**config.mk**
```make
export PLATFORM = sky130hd
export DESIGN_NAME = id_ex_reg
export DESIGN_NICKNAME = d
export VERILOG_FILES = /design/src/rtl/id_ex_reg.sv
export SDC_FILE = /design/constraint.sdc
export NUM_CORES = 1
export LEC_CHECK = 0
export ABC_AREA = 1
export CAP_MARGIN = 40
export CORE_AREA = 3 3 155 157
export CTS_CLUSTER_DIAMETER = 50
export DETAILED_ROUTE_END_ITERATION = 16
export DIE_AREA = 0 0 158 160
export MAX_ROUTING_LAYER = met4
export PLACE_DENSITY = 0.74
export SYNTH_ARGS = -nofsm -noshare
export SYNTH_HDL_FRONTEND = slang
export SYNTH_SLANG_ARGS = --single-unit
```
**constraint.sdc**
```tcl
create_clock -name clk -period 1.9 [get_ports clk]
set_input_delay 0.285 -clock clk [delete_from_list [all_inputs] [get_ports clk]]
set_output_delay 0.285 -clock clk [all_outputs]
set_load 0.1 [all_outputs]
```
**src/rtl/id_ex_reg.sv**
```systemverilog
// ID/EX pipeline register: captures decode operands, addresses and controls, gates side effects, counts bubbles.
// Latency: 1 cycle from id_* to ex_*; no combinational input-to-output path.
// Backpressure: stall holds every registered field; flush overrides stall and loads a bubble.
module id_ex_reg #(
  parameter int XLEN  = 32,
  parameter int CNT_W = 16
) (
  input  logic             clk,
  input  logic             rst_n,
  input  logic             stall,
  input  logic             flush,
  input  logic             id_valid,
  input  logic [XLEN-1:0]  id_pc,
  input  logic [XLEN-1:0]  id_pc4,
  input  logic [XLEN-1:0]  id_rs1_data,
  input  logic [XLEN-1:0]  id_rs2_data,
  input  logic [XLEN-1:0]  id_imm,
  input  logic [4:0]       id_rs1,
  input  logic [4:0]       id_rs2,
  input  logic [4:0]       id_rd,
  input  logic [2:0]       id_funct3,
  input  logic             id_funct7b5,
  input  logic [2:0]       id_alu_ctrl,
  input  logic [1:0]       id_result_src,
  input  logic             id_reg_write,
  input  logic             id_mem_write,
  input  logic             id_mem_read,
  input  logic             id_alu_src,
  input  logic             id_branch,
  input  logic             id_jump,
  output logic             ex_valid,
  output logic [XLEN-1:0]  ex_pc,
  output logic [XLEN-1:0]  ex_pc4,
  output logic [XLEN-1:0]  ex_rs1_data,
  output logic [XLEN-1:0]  ex_rs2_data,
  output logic [XLEN-1:0]  ex_imm,
  output logic [4:0]       ex_rs1,
  output logic [4:0]       ex_rs2,
  output logic [4:0]       ex_rd,
  output logic [2:0]       ex_funct3,
  output logic             ex_funct7b5,
  output logic [2:0]       ex_alu_ctrl,
  output logic [1:0]       ex_result_src,
  output logic             ex_reg_write,
  output logic             ex_mem_write,
  output logic             ex_mem_read,
  output logic             ex_alu_src,
  output logic             ex_branch,
  output logic             ex_jump,
  output logic [CNT_W-1:0] bubble_cnt
);

  // Operand and address payload; loaded verbatim even for invalid slots.
  typedef struct packed {
    logic [XLEN-1:0] pc;
    logic [XLEN-1:0] pc4;
    logic [XLEN-1:0] rs1_data;
    logic [XLEN-1:0] rs2_data;
    logic [XLEN-1:0] imm;
    logic [4:0]      rs1;
    logic [4:0]      rs2;
    logic [4:0]      rd;
    logic [2:0]      funct3;
    logic            funct7b5;
  } data_t;

  // Control bundle; side-effecting bits are qualified before capture.
  typedef struct packed {
    logic       valid;
    logic [2:0] alu_ctrl;
    logic [1:0] result_src;
    logic       reg_write;
    logic       mem_write;
    logic       mem_read;
    logic       alu_src;
    logic       branch;
    logic       jump;
  } ctrl_t;

  localparam logic [CNT_W-1:0] CNT_MAX = {CNT_W{1'b1}};

  data_t            data_q, data_d;
  ctrl_t            ctrl_q, ctrl_d;
  logic [CNT_W-1:0] cnt_q;
  logic             load_bubble;
  logic             cnt_en;

  // Assemble the incoming payload and apply validity / x0 gating to the controls.
  always_comb begin
    data_d          = '0;
    data_d.pc       = id_pc;
    data_d.pc4      = id_pc4;
    data_d.rs1_data = id_rs1_data;
    data_d.rs2_data = id_rs2_data;
    data_d.imm      = id_imm;
    data_d.rs1      = id_rs1;
    data_d.rs2      = id_rs2;
    data_d.rd       = id_rd;
    data_d.funct3   = id_funct3;
    data_d.funct7b5 = id_funct7b5;

    ctrl_d            = '0;
    ctrl_d.valid      = id_valid;
    ctrl_d.alu_ctrl   = id_alu_ctrl;
    ctrl_d.result_src = id_result_src;
    ctrl_d.alu_src    = id_alu_src;
    // Writes to x0 are architecturally discarded, so never let them reach writeback.
    ctrl_d.reg_write  = id_reg_write & id_valid & (id_rd != 5'd0);
    ctrl_d.mem_write  = id_mem_write & id_valid;
    ctrl_d.mem_read   = id_mem_read  & id_valid;
    ctrl_d.branch     = id_branch    & id_valid;
    ctrl_d.jump       = id_jump      & id_valid;
  end

  // A bubble is latched by a flush or by a normal load of an empty decode slot.
  always_comb begin
    load_bubble = flush | (~stall & ~id_valid);
    cnt_en      = load_bubble & (cnt_q != CNT_MAX);
  end

  // Pipeline payload register: flush beats stall, stall beats load.
  always_ff @(posedge clk or negedge rst_n) begin
    if (!rst_n) begin
      data_q <= '0;
      ctrl_q <= '0;
    end else if (flush) begin
      data_q <= '0;
      ctrl_q <= '0;
    end else if (!stall) begin
      data_q <= data_d;
      ctrl_q <= ctrl_d;
    end
  end

  // Saturating debug count of latched bubbles.
  always_ff @(posedge clk or negedge rst_n) begin
    if (!rst_n) begin
      cnt_q <= '0;
    end else if (cnt_en) begin
      cnt_q <= cnt_q + 1'b1;
    end
  end

  // Output fan-out straight from the registers.
  always_comb begin
    ex_valid      = ctrl_q.valid;
    ex_pc         = data_q.pc;
    ex_pc4        = data_q.pc4;
    ex_rs1_data   = data_q.rs1_data;
    ex_rs2_data   = data_q.rs2_data;
    ex_imm        = data_q.imm;
    ex_rs1        = data_q.rs1;
    ex_rs2        = data_q.rs2;
    ex_rd         = data_q.rd;
    ex_funct3     = data_q.funct3;
    ex_funct7b5   = data_q.funct7b5;
    ex_alu_ctrl   = ctrl_q.alu_ctrl;
    ex_result_src = ctrl_q.result_src;
    ex_reg_write  = ctrl_q.reg_write;
    ex_mem_write  = ctrl_q.mem_write;
    ex_mem_read   = ctrl_q.mem_read;
    ex_alu_src    = ctrl_q.alu_src;
    ex_branch     = ctrl_q.branch;
    ex_jump       = ctrl_q.jump;
    bubble_cnt    = cnt_q;
  end

endmodule

```
==> results.toml, run 1 <==
[run_status]
status = "finished, final reports clean"

[yosys]
netlist_area_um2 = 8520
syn_inst = 979
netlist_top_cells_count = "434 x nand2_1, 207 x dfrtp_1, 198 x nand3_1, 34 x buf_2, 22 x inv_1"
syn_nets = 1175
syn_area_per_cell_um2 = 8.70
synthArstFlopShare_pct = 100
synth-main-ff-cell = "dfrtp_1"
synth_warnings = 0
yosys.cell_count.top_type = "nand2_1"
yosysTopAreaCellShare_pct = 60.8
seq_area_frac_synth_pct = 60.8
synth-edff-count = 0
synth-seq-cells = 207
yosys.area.top_type = "dfrtp_1"
ys_types = 22
synth_area_leaders = "dfrtp_1 61%, nand2_1 19%, nand3_1 12%"

[cells_and_area]
area_growth_pct = 57.1
fill_cells = 1986
drive_above_1_share_pct = 21.6
nNetsFinal = 1564
stdcell_area_um2 = 13400
diodes = 0
finish.utilization_pct = 59.1

[power]
p_leak_nw = 7.09
fin_total_pwr_mw = 13.6
ir_worst_vdd_mv = 0.577
p_per_area_nw_per_um2 = 1020

[routing]
first_pass_iters = 5
drt_iter0_drc = 565
vias = 8197
ant_nets = 0
drc_errors = 0
avgRoutedWirePerCell_um = 17.0
via_per_inst = 4.90
wl_um = 28400

[critical_path]
crit-reg2reg-launch = "bubble_cnt[0]"
slowest_delay_ns = 0.43
critPathMaxFanout = 5
worstSetupEndpointType = "primary output"
crit_path_start_kind = "flip-flop"
cp_num_buf_inv = 1
cp.required_ns = 1.62
slowest_stage = "dfrtp_1"
path_cells = "buf_4"
r2r_end = "bubble_cnt[13]"
rr_worst_depth = 7
critical-path-top-delay-family = "flip-flops"
crit_type = "flip-flop to primary output"
rrSetupSlack_ns = 0.35
crit_arrival_ns = 1.28

[worst_hold_path]
hold_end = "ex_valid"
min-delay-start = "stall"
worstHoldPathType = "primary input to flip-flop"
whs_path_depth = 2

[global_routing]
grt_usage_pct = 22.0
grt_overflow = 0
grt_pass1_wl_um = 43400
grt_max_degree = 118
antenna_found_initial = 0
grt_pass1_vias = 8044

[clock_network]
cts.sinks = 207
cts.clk_slew.worst_paths_ns = 0.06
cts_setup_buffers = 0
clockBufferDepth = 3
clkLatencyLatePin_ns = 0.51
cts_buffers = 26
cts_hold_buf = 1
clockRootBuffer = "clkbuf_16"
htreeDepth = 1
cts_tree = "built"
cts_resized = 0

[sta]
finalSetupTns_ns = 0
layout_min_cycle_time_ns = 1.56
tightest_slew_ns = 0.565
finalSetupViolCount = 0
rsz0062_at_grt = "no"
post-route-period-util_pct = 82.3
hold_violations = 0
maxSlewHeadroom_pct = 62.4
fmax_mhz = 639
slew_violations = 0
skew_ns = 0.00844

[placement]
place_congestion = 0.846
place_area_um2 = 12500
dp_hpwl_um = 19900
port_buffers = 401

[floorplan]
die_w_um = 158
fp-row-count = 55
io_pins = 402
design.die.area_um2 = 25300
start_util_pct = 37.6
core_um2 = 22600
die_h_um = 160

[job]
cap_viol_max_count = 0
==> worst max-delay path by stage <==
stage / start / to / slack (ns) / cells past startpoint
2_1_floorplan: bubble_cnt[15] / bubble_cnt[7] / 0.03 / 8
4_1_cts: bubble_cnt[5] / bubble_cnt[5] / 0.31 / 1
3_3_place_gp: flush / bubble_cnt[15] / 0.21 / 8
3_5_place_dp: flush / bubble_cnt[15] / 0.17 / 8
6_report: bubble_cnt[5] / bubble_cnt[5] / 0.34 / 1
5_1_grt: bubble_cnt[0] / bubble_cnt[12] / 0.19 / 8
==> where the power goes <==
part | switching, mW | internal (mW)
registers | 0.220 | 4.68
logic | 2.69 | 0.921
clock network | 1.95 | 3.15
==> metrics by stage <==
step | worst slack [ns] | hold slack [ns] | std cells
3_3_place_gp | 0.211 | 0.320 | 1624
2_1_floorplan | 0.0266 | -0.0106 | 979
4_1_cts | 0.306 | 0.0710 | 1673
3_5_place_dp | 0.168 | 0.319 | 1624
6_report | 0.336 | 0.0993 | 1673
5_1_grt | 0.189 | 0.107 | 1673
==> cells by family after synthesis <==
family                     after synthesis  synth area share [%]
AOI/OAI and AO/OA                        9                 0.764
xor gates and xnor gates                 7                 0.720
adders and majority gates                1                 0.147
buffers and inverters                   88                  4.57
DFF                                    207                  60.8
and+or+nand+nor                        667                  33.0
==> layout make-up <==
cell class                 count  area (µm²)  share of cell area (%)
clock buffer                  32         724                    5.42
timing repair buffer         426        3870                    28.9
sequential                   207        5190                    38.8
inverter                      23        92.6                   0.692
tap                          285         357                    2.67
clock inverter                16         189                    1.41
multi-input combinational    684        2950                    22.1
==> flip-flops by register name, summed over array words and instances, names as in the netlist <==
register / flops
ex_imm: 32
ex_pc4: 32
ex_pc: 32
ex_rs1_data: 32
ex_rs2_data: 32
bubble_cnt: 16
ex_rd: 5
ex_rs1: 5
ex_rs2: 5
ex_alu_ctrl: 3
ex_funct3: 3
ex_result_src: 2
ex_alu_src: 1
ex_branch: 1
ex_funct7b5: 1
ex_jump: 1
ex_mem_read: 1
ex_mem_write: 1
ex_reg_write: 1
ex_valid: 1
==> layout by cell type (no fill, tap or decap) <==
cell type,n
clkdlybuf4s50_1,192
nor2_4,3
nand2_4,1
xnor2_1,4
nor2_2,2
inv_1,21
nand2_2,3
buf_12,14
nand2_1,434
buf_4,217
inv_6,4
o21ai_0,4
clkbuf_16,27
clkinv_2,4
bufinv_16,3
nor2_1,17
clkinvlp_4,3
nor3_1,1
nand4_1,8
a32o_1,4
nand3_1,198
clkinv_4,4
buf_6,1
ha_1,1
clkbuf_1,2
a21oi_1,1
dlygate4sd3_1,1
dfrtp_2,10
xor2_1,3
dfrtp_1,197
clkbuf_8,4
==> layer usage <==
layer	up-vias	routed length [µm]	global-route usage (%)
li1	3915	-	-
met1	3856	11500	26.9
met2	358	13600	35.7
met3	68	2260	4.93
met4	0	1030	8.02
met5	-	0	-
Note: power is estimated with default switching activity, not from simulation.
==> run 2: changes to the inputs <==
Clock period 1.9 ns to 1.5 ns, I/O delays scaled along.
==> run 2 against run 1 <==
Effect of this change: sequential power is 31% higher; die area did not move; clock power up 46%; highest routed layer unchanged; combinational power rose by 58%; sequential share of layout area is 7.1 points lower; worst hold slack better by 0.10 ns; first-iteration DRC count fell by 5.1%; critical path depth increased by 1; the run now ends with setup timing left; flip-flop and latch count is the same; global-route usage increased by 3.4 points.
==> results.toml, run 2 (synthesis gave the netlist of run 1 again) <==
[floorplan]
start_util_pct = 37.6
design.die.area_um2 = 25300
fp-row-count = 55
die_h_um = 160
io_pins = 402
core_um2 = 22600
die_w_um = 158

[cells_and_area]
fin_cells = 1709
nNetsFinal = 1594
mostFrequentLayoutCell = "nand2_1"
drive_above_1_share_pct = 24.9
final_cell_mix = "430 x nand2_1, 225 x buf_12, 196 x nand3_1"
area_growth_pct = 93.8

[power]
fin_total_pwr_mw = 19.6
p_leak_nw = 7.99
ir_worst_vdd_mv = 0.857
p_per_area_nw_per_um2 = 1190

[placement]
dp_hpwl_um = 23300
port_buffers = 401
place_congestion = 0.855
pre_cts_ws_ns = -0.188
dp.cells = 1640

[global_routing]
antenna_found_initial = 2
grt_usage_pct = 25.3
grt_max_degree = 85
grt_pass1_wl_um = 49200
grt_pass1_vias = 9005
grt_overflow = 0

[routing]
vias = 8581
via_per_inst = 5.02
drc_errors = 0
avgRoutedWirePerCell_um = 18.8
ant_nets = 0
drt_iter0_drc = 536
wl_um = 32200
first_pass_iters = 5

[run_status]
violations = "setup timing"
status = "finished, violations left"

[sta]
finalSetupViolCount = 1
fmax_mhz = 650
hold_violations = 0
skew_ns = 0.00431
rsz0062_at_grt = "yes"
tightest_slew_ns = 0.555
fin_ws_ns = -0.0376
finalSetupTns_ns = -0.0376
layout_min_cycle_time_ns = 1.54
post-route-period-util_pct = 103
slew_violations = 0
maxSlewHeadroom_pct = 63.0

[clock_network]
cts_buffers = 30
clkLatencyLatePin_ns = 0.53
cts_tree = "built"
cts.clk_slew.worst_paths_ns = 0.06
htreeDepth = 1
cts.sinks = 207
clockRootBuffer = "clkbuf_16"
clockBufferDepth = 3

[critical_path]
r2r_end = "bubble_cnt[6]"
crit_path_start_kind = "flip-flop"
critPathMaxFanout = 2
rrSetupSlack_ns = 0.04
crit_type = "flip-flop to primary output"
crit_arrival_ns = 1.31
worstSetupEndpointType = "primary output"
rr_worst_depth = 9
cp.required_ns = 1.27
crit-reg2reg-launch = "bubble_cnt[1]"

[worst_hold_path]
worstHoldPathType = "primary input to asynchronous set/reset pin"

[job]
cap_viol_max_count = 0
run 2: metrics by stage:
stage | cell area, µm² | hold slack, ns | util [%]
2_1_floorplan | 8600 | -0.0706 | -
5_1_grt | 16500 | 0.213 | 72.9
4_1_cts | 16400 | 0.201 | 72.4
6_report | 16500 | 0.204 | 72.9
3_3_place_gp | 15300 | 0.188 | 67.5
3_5_place_dp | 15300 | 0.186 | 67.5
run 2: worst max-delay path by stage:
stage / startpoint / end
6_report: bubble_cnt[0] / bubble_cnt[0]
5_1_grt: bubble_cnt[0] / bubble_cnt[0]
4_1_cts: bubble_cnt[0] / bubble_cnt[0]
3_5_place_dp: flush / ex_rd[4]
3_3_place_gp: flush / ex_pc[15]
2_1_floorplan: bubble_cnt[0] / bubble_cnt[7]
run 2: power breakdown:
| group | leakage (nW) | total [mW] | switching (mW) | internal [mW] |
|---|---|---|---|---|
| Sequential | 2.73 | 6.42 | 0.455 | 5.96 |
| Clock | 0.519 | 7.44 | 2.75 | 4.69 |
| Combinational | 4.74 | 5.71 | 3.54 | 2.17 |
run 2: final cells by class:
class / count / area (µm²)
antenna: 2 / 5.00
sequential: 207 / 5240
tap: 285 / 357
inverter: 23 / 92.6
clock buffer: 35 / 831
fill: 1478 / 6140
timing repair buffer: 452 / 6710
clock inverter: 21 / 250
multi-input combinational: 684 / 3010
run 2: layer usage:
layer	wire [µm]	vias to the layer above	part of all wire [%]	track usage, %
li1	-	3980	-	-
met1	11000	4096	34	27.3
met2	16600	423	52	43.8
met3	3360	82	10	8.40
met4	1160	0	3.6	8.29
met5	0	-	0	-
run 2: worst max-delay path: stages (launching register included):
cell and delay [ns]:
dfrtp_4 0.49, buf_6 0.13, buf_12 0.15
run 2: repair_timing:
action | in CTS | in global routing
gates cloned | 0 | 1
hold buffers | 2 | 0
endpoints found under the setup margin | 1 | 19
endpoints found under the hold margin | 94 | 0
setup buffers | 1 | 7
pin swaps | 0 | 3
gates resized for setup | 1 | 13
==> run 3: changes to the inputs <==
Settings changed: CORE_AREA 3 3 155 157 to 2 2 158 160, DIE_AREA 0 0 158 160 to 0 0 160 162, PLACE_DENSITY 0.74 to unset, PLACE_DENSITY_LB_ADDON set to 0.25.
==> run 3 against run 2 <==
Effect of this change: critical path depth grew 8; the flow still finishes with violations (setup timing); via count shrank 0.52%; worst setup slack lost 0.032 ns; clock skew grew 0.0026 ns; final cell count grew 1.8%.
==> results.toml, run 3 (synthesis gave the netlist of run 1 again) <==
[power]
p_leak_nw = 7.93
p_comb_share_pct = 29.6
ir_worst_vdd_mv = 1.01
power_switching_mw = 6.62
p_per_area_nw_per_um2 = 1160
switching_share_pct = 34.7
clock_power_share_pct = 36.9
power_frac_seq_pct = 33.6
power.internal_mw = 12.5

[cells_and_area]
drive_above_1_share_pct = 24.2
final_cell_mix = "427 x nand2_1, 224 x buf_12, 197 x nand3_1"
area_growth_pct = 92.7
nNetsFinal = 1587
fin_cells = 1739
diodes = 0
mostFrequentLayoutCell = "nand2_1"

[floorplan]
die_w_um = 160
start_util_pct = 35.3
die_h_um = 162
fp-row-count = 57
design.die.area_um2 = 25900
core_um2 = 24100
io_pins = 402

[critical_path]
rr_worst_depth = 10
crit_arrival_ns = 2.04
cp.required_ns = 1.97
worstSetupEndpointType = "flip-flop"
critPathMaxFanout = 6
crit_type = "flip-flop to flip-flop"
crit_path_start_kind = "flip-flop"

[routing]
avgRoutedWirePerCell_um = 17.7
ant_nets = 0
via_per_inst = 4.91
wl_um = 30800
drt_iter0_drc = 481
drc_errors = 0
vias = 8536
first_pass_iters = 5

[placement]
place_congestion = 0.850
port_buffers = 401
dp_hpwl_um = 21700
dp.cells = 1676

[sta]
maxSlewHeadroom_pct = 57.2
post-route-period-util_pct = 105
rsz0062_at_grt = "yes"
fmax_mhz = 637
skew_ns = 0.00694
hold_slack_ns = 0.197
layout_min_cycle_time_ns = 1.57
finalSetupTns_ns = -0.433
hold_violations = 0
fin_ws_ns = -0.0693
tightest_slew_ns = 0.642
finalSetupViolCount = 12
slew_violations = 0

[global_routing]
grt_overflow = 0
grt_pass1_vias = 8889
antenna_found_initial = 0
grt_usage_pct = 24.0
grt_max_degree = 81
grt_pass1_wl_um = 48200

[run_status]
violations = "setup timing"
status = "finished, violations left"

[job]
cap_viol_max_count = 0

[clock_network]
cts.sinks = 207
clkLatencyLatePin_ns = 0.54
cts_buffers = 30
clockBufferDepth = 3
cts_tree = "built"
htreeDepth = 1
cts.clk_slew.worst_paths_ns = 0.05
clockRootBuffer = "clkbuf_16"

[worst_hold_path]
worstHoldPathType = "primary input to asynchronous set/reset pin"
[run 3: cell types whose count changed in the layout (fill, tap and decap cells not counted), moves of 2 or more]
cell	before	now
buf_4	29	21
buf_6	3	5
bufinv_16	4	2
clkbuf_1	0	4
clkinvlp_4	6	3
diode_2	2	0
inv_8	3	1
nand2_1	430	427
nand2_2	6	10
nor2_1	12	14
[run 3: area by class of cell]
cell class,instances,area (µm²)
Sequential cell,207,5240
Clock inverter,16,159
Timing Repair Buffer,445,6650
Fill cell,1810,7700
Clock buffer,40,860
Multi-Input combinational cell,684,3000
Tap cell,324,405
Inverter,23,90.1
[run 3: final timing paths]
path / from / endpoint / slack [ns]
min in group clk: id_pc[10] / ex_pc[10] / 0.22
min: rst_n / bubble_cnt[2] / 0.20
max: bubble_cnt[0] / bubble_cnt[1] / -0.07
min reg2reg: ex_valid / ex_valid / 0.56
max reg2reg: bubble_cnt[0] / bubble_cnt[1] / -0.07
max in group asynchronous: rst_n / bubble_cnt[14] / 0.73
[run 3: metal layers]
metal / vias to the layer above / share of wire, % / global-route usage, %
li1: 3956 / - / -
met1: 4110 / 37 / 27.1
met2: 393 / 51 / 40.7
met3: 77 / 8.4 / 6.56
met4: 0 / 3.8 / 9.25
met5: - / 0 / -
[run 3: critical path, cell delays in order, from the launching register on]
cell and delay [ns]:
dfrtp_4 0.49, buf_6 0.13, ha_4 0.17, inv_2 0.06, nor2_2 0.03, nand2_2 0.11, nor2_2 0.06, nor2_2 0.16
buf_6 0.16, nand2_1 0.07, nand2_1 0.06
[run 3: power groups by stage]
stage | registers (mW) | clock network, mW | logic [mW]
6_report | 6.41 | 7.04 | 5.64
5_1_grt | 6.45 | 7.48 | 5.85
4_1_cts | 6.41 | 7.17 | 5.60
3_5_place_dp | 6.51 | 0 | 5.56
3_3_place_gp | 6.49 | 0 | 5.52
2_1_floorplan | 8.78 | 0 | 0.603
[run 3: what timing repair did]
item / CTS / global route
pin swaps: 2 / 2
endpoints found under the hold margin: 36 / 0
setup endpoints to repair: 3 / 19
hold buffers: 2 / 0
cloned: 0 / 1
buffers inserted: 1 / 4
resized for setup: 2 / 13
[run 3: stage by stage]
stage | cell area (µm²) | util (%) | setup WS, ns | power [mW]
after floorplan | 8600 | - | -0.0100 | 9.39
after global placement | 15300 | 63.5 | -0.0709 | 12.0
after detailed placement | 15300 | 63.5 | -0.172 | 12.1
after CTS | 16300 | 67.8 | -0.0516 | 19.2
after global routing | 16400 | 68.1 | -0.111 | 19.8
final | 16400 | 68.1 | -0.0693 | 19.1
